==> src/rtl/convertidor_n_a_8_pkg.sv <==
// Shared definitions for the word-to-byte serialiser: width-select
// encodings, FSM state type and the active-byte helper.
package convertidor_pkg;

    // PCLK width-select encodings (used only when MODO = 0)
    localparam logic [1:0] ANCHO_32  = 2'b00;
    localparam logic [1:0] ANCHO_16  = 2'b01;
    localparam logic [1:0] ANCHO_8   = 2'b10;
    localparam logic [1:0] ANCHO_INV = 2'b11;

    // IDLE: no word held; SEND: a word is being streamed out byte by byte
    typedef enum logic {
        IDLE = 1'b0,
        SEND = 1'b1
    } estado_t;

    // Number of active bytes for a given select; 0 flags an unusable select
    // (the reserved encoding, or a shift that leaves no bytes at all).
    function automatic int bytes_activos(input logic       modo,
                                         input logic [1:0] pclk,
                                         input int         nbytes);
        int result;
        result = 0;
        if (modo) begin
            result = nbytes;
        end else if (pclk != ANCHO_INV) begin
            result = nbytes >> pclk;
        end
        return result;
    endfunction

endpackage

==> src/rtl/convertidor_n_a_8_if.sv <==
// Handshake bundle between the PIPE-side word source (master) and the
// serialiser (slave): word input channel, byte output channel, status.
interface convertidor_n_a_8_if #(
    parameter int IN_W = 32
);
    logic            MODO;
    logic [1:0]      PCLK;
    logic [IN_W-1:0] in;
    logic            in_valid;
    logic            in_ready;
    logic [7:0]      out_8;
    logic            out_valid;
    logic            out_ready;
    logic            out_last;
    logic            err_modo;

    modport master (
        output MODO, PCLK, in, in_valid, out_ready,
        input  in_ready, out_8, out_valid, out_last, err_modo
    );

    modport slave (
        input  MODO, PCLK, in, in_valid, out_ready,
        output in_ready, out_8, out_valid, out_last, err_modo
    );
endinterface

==> src/rtl/convertidor_n_a_8.sv <==
// Parametrised word-to-byte serialiser. Accepts one IN_W-bit word per
// handshake and streams its active bytes MSB-first on an 8-bit
// valid/ready channel, reloading on the last byte so back-to-back words
// flow without bubbles.
module convertidor_n_a_8
    import convertidor_pkg::*;
#(
    parameter int IN_W = 32
) (
    input  logic                 clk,
    input  logic                 reset,
    convertidor_n_a_8_if.slave   bus
);

    localparam int NBYTES = IN_W / 8;
    localparam int CW     = (NBYTES > 1) ? $clog2(NBYTES) : 1;

    estado_t         state_q;
    logic [CW-1:0]   cnt_q;
    logic [IN_W-1:0] word_q;
    logic [7:0]      out8_q;
    logic            last_q;
    logic            err_q;

    int              act_d;
    logic            accept_d;
    logic [CW-1:0]   first_idx_d;
    logic [CW-1:0]   next_idx_d;

    // A new word may enter when nothing is held, or when the last byte of
    // the current word leaves in this very cycle.
    assign bus.in_ready  = (state_q == IDLE) || (last_q && (state_q == SEND) && bus.out_ready);
    assign bus.out_valid = (state_q == SEND);
    assign bus.out_8     = out8_q;
    assign bus.out_last  = last_q;
    assign bus.err_modo  = err_q;

    // Decode the incoming width select and the byte indices for the next edge
    always_comb begin
        act_d       = bytes_activos(bus.MODO, bus.PCLK, NBYTES);
        accept_d    = bus.in_valid && bus.in_ready;
        first_idx_d = '0;
        if (act_d != 0) begin
            first_idx_d = CW'(act_d - 1);
        end
        next_idx_d  = cnt_q - 1'b1;
    end

    // Serialiser FSM: captures words, walks the byte counter down, flags bad selects
    always_ff @(posedge clk) begin
        if (reset) begin
            state_q <= IDLE;
            cnt_q   <= '0;
            word_q  <= '0;
            out8_q  <= 8'h00;
            last_q  <= 1'b0;
            err_q   <= 1'b0;
        end else begin
            err_q <= 1'b0;
            if (accept_d) begin
                if (act_d == 0) begin
                    state_q <= IDLE;
                    cnt_q   <= '0;
                    out8_q  <= 8'h00;
                    last_q  <= 1'b0;
                    err_q   <= 1'b1;
                end else begin
                    state_q <= SEND;
                    word_q  <= bus.in;
                    cnt_q   <= first_idx_d;
                    out8_q  <= bus.in[{first_idx_d, 3'b000} +: 8];
                    last_q  <= (act_d == 1);
                end
            end else if ((state_q == SEND) && bus.out_ready) begin
                if (cnt_q != '0) begin
                    cnt_q  <= next_idx_d;
                    out8_q <= word_q[{next_idx_d, 3'b000} +: 8];
                    last_q <= (next_idx_d == '0);
                end else begin
                    state_q <= IDLE;
                    out8_q  <= 8'h00;
                    last_q  <= 1'b0;
                end
            end
        end
    end

endmodule

==> src/flat_wrapper.sv <==
// flat-port wrapper written by rule: the top's interface ports become plain ports
module convertidor_n_a_8_flat import convertidor_pkg::*;
#(
    parameter int IN_W = 32
)
  (clk, reset, bus_MODO, bus_PCLK, bus_in, bus_in_valid, bus_out_ready, bus_in_ready, bus_out_8, bus_out_valid, bus_out_last, bus_err_modo);
  convertidor_n_a_8_if #(.IN_W(IN_W)) bus_i ();
  input  logic clk;
  input  logic reset;
  input wire logic [$bits(bus_i.MODO)-1:0] bus_MODO;
  input wire logic [$bits(bus_i.PCLK)-1:0] bus_PCLK;
  input wire logic [$bits(bus_i.in)-1:0] bus_in;
  input wire logic [$bits(bus_i.in_valid)-1:0] bus_in_valid;
  input wire logic [$bits(bus_i.out_ready)-1:0] bus_out_ready;
  output wire logic [$bits(bus_i.in_ready)-1:0] bus_in_ready;
  output wire logic [$bits(bus_i.out_8)-1:0] bus_out_8;
  output wire logic [$bits(bus_i.out_valid)-1:0] bus_out_valid;
  output wire logic [$bits(bus_i.out_last)-1:0] bus_out_last;
  output wire logic [$bits(bus_i.err_modo)-1:0] bus_err_modo;
  assign bus_i.MODO = bus_MODO;
  assign bus_i.PCLK = bus_PCLK;
  assign bus_i.in = bus_in;
  assign bus_i.in_valid = bus_in_valid;
  assign bus_i.out_ready = bus_out_ready;
  assign bus_in_ready = bus_i.in_ready;
  assign bus_out_8 = bus_i.out_8;
  assign bus_out_valid = bus_i.out_valid;
  assign bus_out_last = bus_i.out_last;
  assign bus_err_modo = bus_i.err_modo;
  convertidor_n_a_8 #(.IN_W(IN_W)) u_core (.clk(clk), .reset(reset), .bus(bus_i));
endmodule
==> config.mk <==
export PLATFORM = sky130hd
export DESIGN_NAME = convertidor_n_a_8_flat
export DESIGN_NICKNAME = d
export VERILOG_FILES = /design/src/rtl/convertidor_n_a_8_pkg.sv /design/src/rtl/convertidor_n_a_8_if.sv /design/src/rtl/convertidor_n_a_8.sv /design/src/flat_wrapper.sv
export SDC_FILE = /design/constraint.sdc
export NUM_CORES = 1
export LEC_CHECK = 0
export ABC_AREA = 1
export CAP_MARGIN = 20
export CORE_MARGIN = 1.5
export CORE_UTILIZATION = 53
export CTS_BUF_LIST = sky130_fd_sc_hd__clkbuf_8
export DETAILED_ROUTE_END_ITERATION = 6
export PLACE_DENSITY = 0.86
export SYNTH_ARGS = -nofsm -noshare
export SYNTH_HDL_FRONTEND = slang
export SYNTH_SLANG_ARGS = --single-unit
==> constraint.sdc <==
create_clock -name clk -period 2.1 [get_ports clk]
set_input_delay 0.63 -clock clk [delete_from_list [all_inputs] [get_ports clk]]
set_output_delay 0.63 -clock clk [all_outputs]
set_load 0.01 [all_outputs]
==> flow_summary.rst <==
.. list-table::
   :header-rows: 1

   * - Metric
     - Value
   * - Outcome
     - completed
   * - Routed wire per std cell
     - approximately 15 um
   * - Final GP Congestion
     - 0.975
   * - Simple logic cell fraction of the synthesized area
     - 0.265
   * - Proportion of synthesized chip area in sequential cells
     - 0.371
   * - Gate count after technology mapping
     - 346
   * - Minimum clock period after layout
     - 2010 ps
   * - Switching Share
     - 0.344
   * - Fraction of layout cells with a size suffix above 1
     - 0.163
   * - Main combinational cell family by area after synthesis
     - simple AND/OR/NAND/NOR gates
   * - Boundary Pins
     - 51
   * - Final-report max-slew violation count
     - 0
   * - Fraction of power consumed by combinational cells
     - 0.332
   * - Slew at the pin with the worst max-slew slack
     - 424 ps
   * - Critical path endpoint category
     - output port
   * - Total global-route track usage
     - 0.278
   * - Max transition margin
     - 0.717
   * - Die boundary height
     - 70.7 um
   * - Hold Buf Count CTS
     - 0
   * - CTS tree
     - yes
   * - Register bit total from synthesis
     - 45
   * - Max Freq
     - about 500 MHz
   * - Pint
     - 1.49 mW
   * - XOR/XNOR Fraction of Synth Area
     - 0
   * - CTS Root Buffer Type
     - sky130_fd_sc_hd__clkbuf_8
   * - Worst Hold Class
     - flop to flop
   * - Yosys cell types
     - 26
   * - Final critical-path setup slack
     - between 90 and 100 ps
   * - Finished layout cell area
     - 3180 sq um
   * - CTS buffer count
     - 5
   * - Initial antenna violation count
     - 0
   * - Count of endpoints failing hold in the final timing report
     - 0
   * - CTS clock-pin slew for the worst setup and hold paths
     - about 80 ps
   * - Total leakage power
     - 1.42 nW
   * - Series of cell instances along the critical path
     - clkdlybuf4s50_1 -> nand2_1 -> nand2_2 -> buf_2
   * - Flop2flop setup slack
     - approximately 540 ps
   * - Residual DRC
     - 0
   * - Total power after layout
     - 2.27 mW
   * - Worst Setup Start Kind
     - input port
   * - Power spent charging and discharging nets
     - 0.781 mW
   * - Pin count of the biggest net entering global routing
     - 45
   * - Area Overhead vs Synth
     - 30.9%
   * - Post-placement cell count
     - 450
   * - Clock net sink count
     - 45
   * - Final setup violation count
     - 0
   * - Count of buffers added by post-CTS timing repair for setup
     - 0
   * - Number of H-tree levels
     - 2
   * - Cell depth of the worst flop-to-flop path
     - 6
   * - R2r startpoint
     - u_core.cnt_q[1]
   * - Post-detailed-placement cell area
     - roughly 3100 sq um
   * - Number of optimization iterations in the first detailed-route pass
     - 7
   * - Maximum clock path buffer count
     - 2
   * - Initial Util
     - 0.553
   * - Setup repair after global routing missed its margin
     - true
   * - Critical path's slowest cell
     - sky130_fd_sc_hd__clkdlybuf4s50_1
   * - Synthesized-area fraction occupied by ao, oa, aoi and oai cells
     - 0.221
   * - Share of the clock period used by the worst path
     - 0.955
   * - Worst setup slack after placement
     - -318 ps
   * - Critical path destination
     - bus_in_ready
   * - Number of antenna cells inserted
     - 0
   * - Standard-cell rows
     - 24
   * - Count of port buffers added during placement
     - 50
   * - Number of gates given a new drive strength after cts
     - 3
   * - Skew final
     - 2.19 ps
   * - Half-perimeter wire length after detailed placement
     - 4930 um
   * - Final core occ
     - 0.725
   * - Detail-routed via count per cell
     - 5.75
   * - Horizontal extent of the die
     - 70.7 um
   * - Initial DRC count
     - 288
   * - Area of the mapped netlist
     - 2430 sq um
   * - Category of the most critical setup path
     - input port to output port
   * - Average instance area after synthesis
     - 7.01 sq um
   * - Wire length of the first global-routing pass
     - 11100 um
   * - Die area
     - 4990 sq um
   * - Critical path peak fanout
     - 2
   * - Routed wire length
     - roughly 6900 um
   * - Placeable core region
     - 4380 sq um
   * - Power density relative to cell area
     - 715 nW/um^2
   * - Vias in the first global route
     - 2383
   * - Post-Syn Nets
     - 389
   * - Power share of the clock group
     - 0.233
   * - Fraction of power consumed by sequential logic
     - 0.435
   * - # Max-Cap Violations
     - 0
   * - Number of standard cells in the final layout excluding fillers
     - 458
   * - Post-synthesis mux area share
     - 0
   * - Area share of fa/ha/maj cells after synthesis
     - 0.0206
   * - Number of nets with antenna violations after routing
     - 0
   * - Signal arrival time at the worst endpoint
     - ~1400 ps
   * - Longest individual stage delay on the worst path
     - 480 ps
   * - Launch point of the critical path
     - bus_out_ready
   * - Required arrival time at the worst endpoint
     - 1470 ps
   * - Maximum resistive drop on vdd
     - 472 uV
   * - Final-stage net count
     - approximately 450
   * - Overflow left after global routing
     - 0
   * - Capturing point of the worst reg2reg path
     - u_core.bus.out_8[7]
   * - Latest clock arrival within the worst-skew pair
     - 300 ps
   * - Yosys warns
     - 0
   * - DR vias
     - between 2k and 3k
==> worst min-delay path by stage <==
| stage | from | to | slack, ps | cells past startpoint |
|---|---|---|---|---|
| 5_1_grt | u_core.word_q[22] | u_core.word_q[22] | 540 | 2 |
| 6_report | u_core.word_q[28] | u_core.word_q[28] | 520 | 2 |
| 3_5_place_dp | u_core.word_q[22] | u_core.word_q[22] | 500 | 2 |
| 3_3_place_gp | u_core.word_q[18] | u_core.word_q[18] | 500 | 2 |
| 2_1_floorplan | u_core.word_q[16] | u_core.word_q[16] | 490 | 2 |
| 4_1_cts | u_core.word_q[8] | u_core.word_q[8] | 520 | 2 |
==> area by class of cell <==
cell class                 instances  area (sq um)
multi-input combinational        235          1240
timing repair buffer              72           714
fill                             361          1210
sequential                        45           901
inverter                          46           178
tap                               52          65.1
clock inverter                     3          13.8
clock buffer                       5          68.8
==> registers in the layout, indices dropped and copies added (netlist names) <==
register	cells
u_core.word_q	32
u_core.bus.out_8	8
u_core.cnt_q	2
u_core.bus.err_modo	1
u_core.bus.out_last	1
u_core.bus.out_valid	1
==> through the flow <==
step / hold slack, ps / setup TNS, ps
CTS: 521 / 0
finish: 521 / 0
floorplan: 490 / 0
detailed placement: 505 / -8420
global placement: 504 / -6820
global route: 543 / -247
==> cells in the mapped netlist <==
library cell / n / area share
sky130_fd_sc_hd__a21oi_2: 9 / 0.032
sky130_fd_sc_hd__inv_1: 36 / 0.056
sky130_fd_sc_hd__nor2_1: 1 / 0.0015
sky130_fd_sc_hd__inv_4: 2 / 0.0052
sky130_fd_sc_hd__nand3_2: 8 / 0.033
sky130_fd_sc_hd__a21oi_1: 35 / 0.072
sky130_fd_sc_hd__buf_4: 2 / 0.0062
sky130_fd_sc_hd__nand2_1: 71 / 0.11
sky130_fd_sc_hd__o21ai_0: 31 / 0.064
sky130_fd_sc_hd__nor3_1: 1 / 0.0021
sky130_fd_sc_hd__buf_1: 1 / 0.0015
sky130_fd_sc_hd__nand3_4: 1 / 0.0072
sky130_fd_sc_hd__a31oi_1: 9 / 0.023
sky130_fd_sc_hd__nand2_2: 5 / 0.013
sky130_fd_sc_hd__nand3_1: 43 / 0.089
sky130_fd_sc_hd__nand4_1: 1 / 0.0026
sky130_fd_sc_hd__o21ai_1: 14 / 0.029
sky130_fd_sc_hd__clkbuf_1: 3 / 0.0046
sky130_fd_sc_hd__nor2_2: 1 / 0.0026
sky130_fd_sc_hd__clkinv_1: 1 / 0.0015
sky130_fd_sc_hd__ha_1: 4 / 0.021
sky130_fd_sc_hd__dfxtp_1: 45 / 0.37
sky130_fd_sc_hd__buf_6: 3 / 0.014
sky130_fd_sc_hd__buf_2: 11 / 0.023
sky130_fd_sc_hd__inv_2: 7 / 0.011
sky130_fd_sc_hd__nand2_4: 1 / 0.0046
==> per-layer routing <==
layer  vias to the layer above  GRT usage  routed length (um)
li1                       1265          -                   -
met1                      1196      0.380                2920
met2                       149      0.447                3180
met3                        22     0.0541                 589
met4                         0     0.0860                 170
met5                         -          0                   0
==> placed cells by master (no fill, tap or decap), drive strengths merged <==
master         instances
inv                   46
o21ai                 45
dfxtp                 45
nand4                  1
a21oi                 44
clkbuf                 5
nand2                 77
clkinv                 3
clkdlybuf4s50         49
buf                   23
a31oi                  9
ha                     4
nor3                   1
nor2                   2
nand3                 52
==> worst max-delay path, delay by kind of cell <==
family	cells	cell delay, ps
buffers and inverters	2	610
AND/OR/NAND/NOR	2	130
==> power by group through the flow <==
stage / registers [mW] / logic, mW / clock network, mW
final: 0.989 / 0.755 / 0.530
after global routing: 0.999 / 0.820 / 0.553
after floorplan: 1.00 / 0.430 / 0
after detailed placement: 1.01 / 0.730 / 0
after global placement: 1.00 / 0.715 / 0
after CTS: 0.987 / 0.738 / 0.523
==> kinds of logic (layout without fill, tap and decap cells) <==
| logic type | after synthesis | after routing |
|---|---|---|
| buffers and inverters | 66 | 126 |
| adder cells (fa/ha/maj) | 4 | 4 |
| AO/OA/AOI/OAI | 98 | 98 |
| flip-flops | 45 | 45 |
| AND/OR/NAND/NOR | 133 | 133 |
Power figures use the tool's default switching activity.
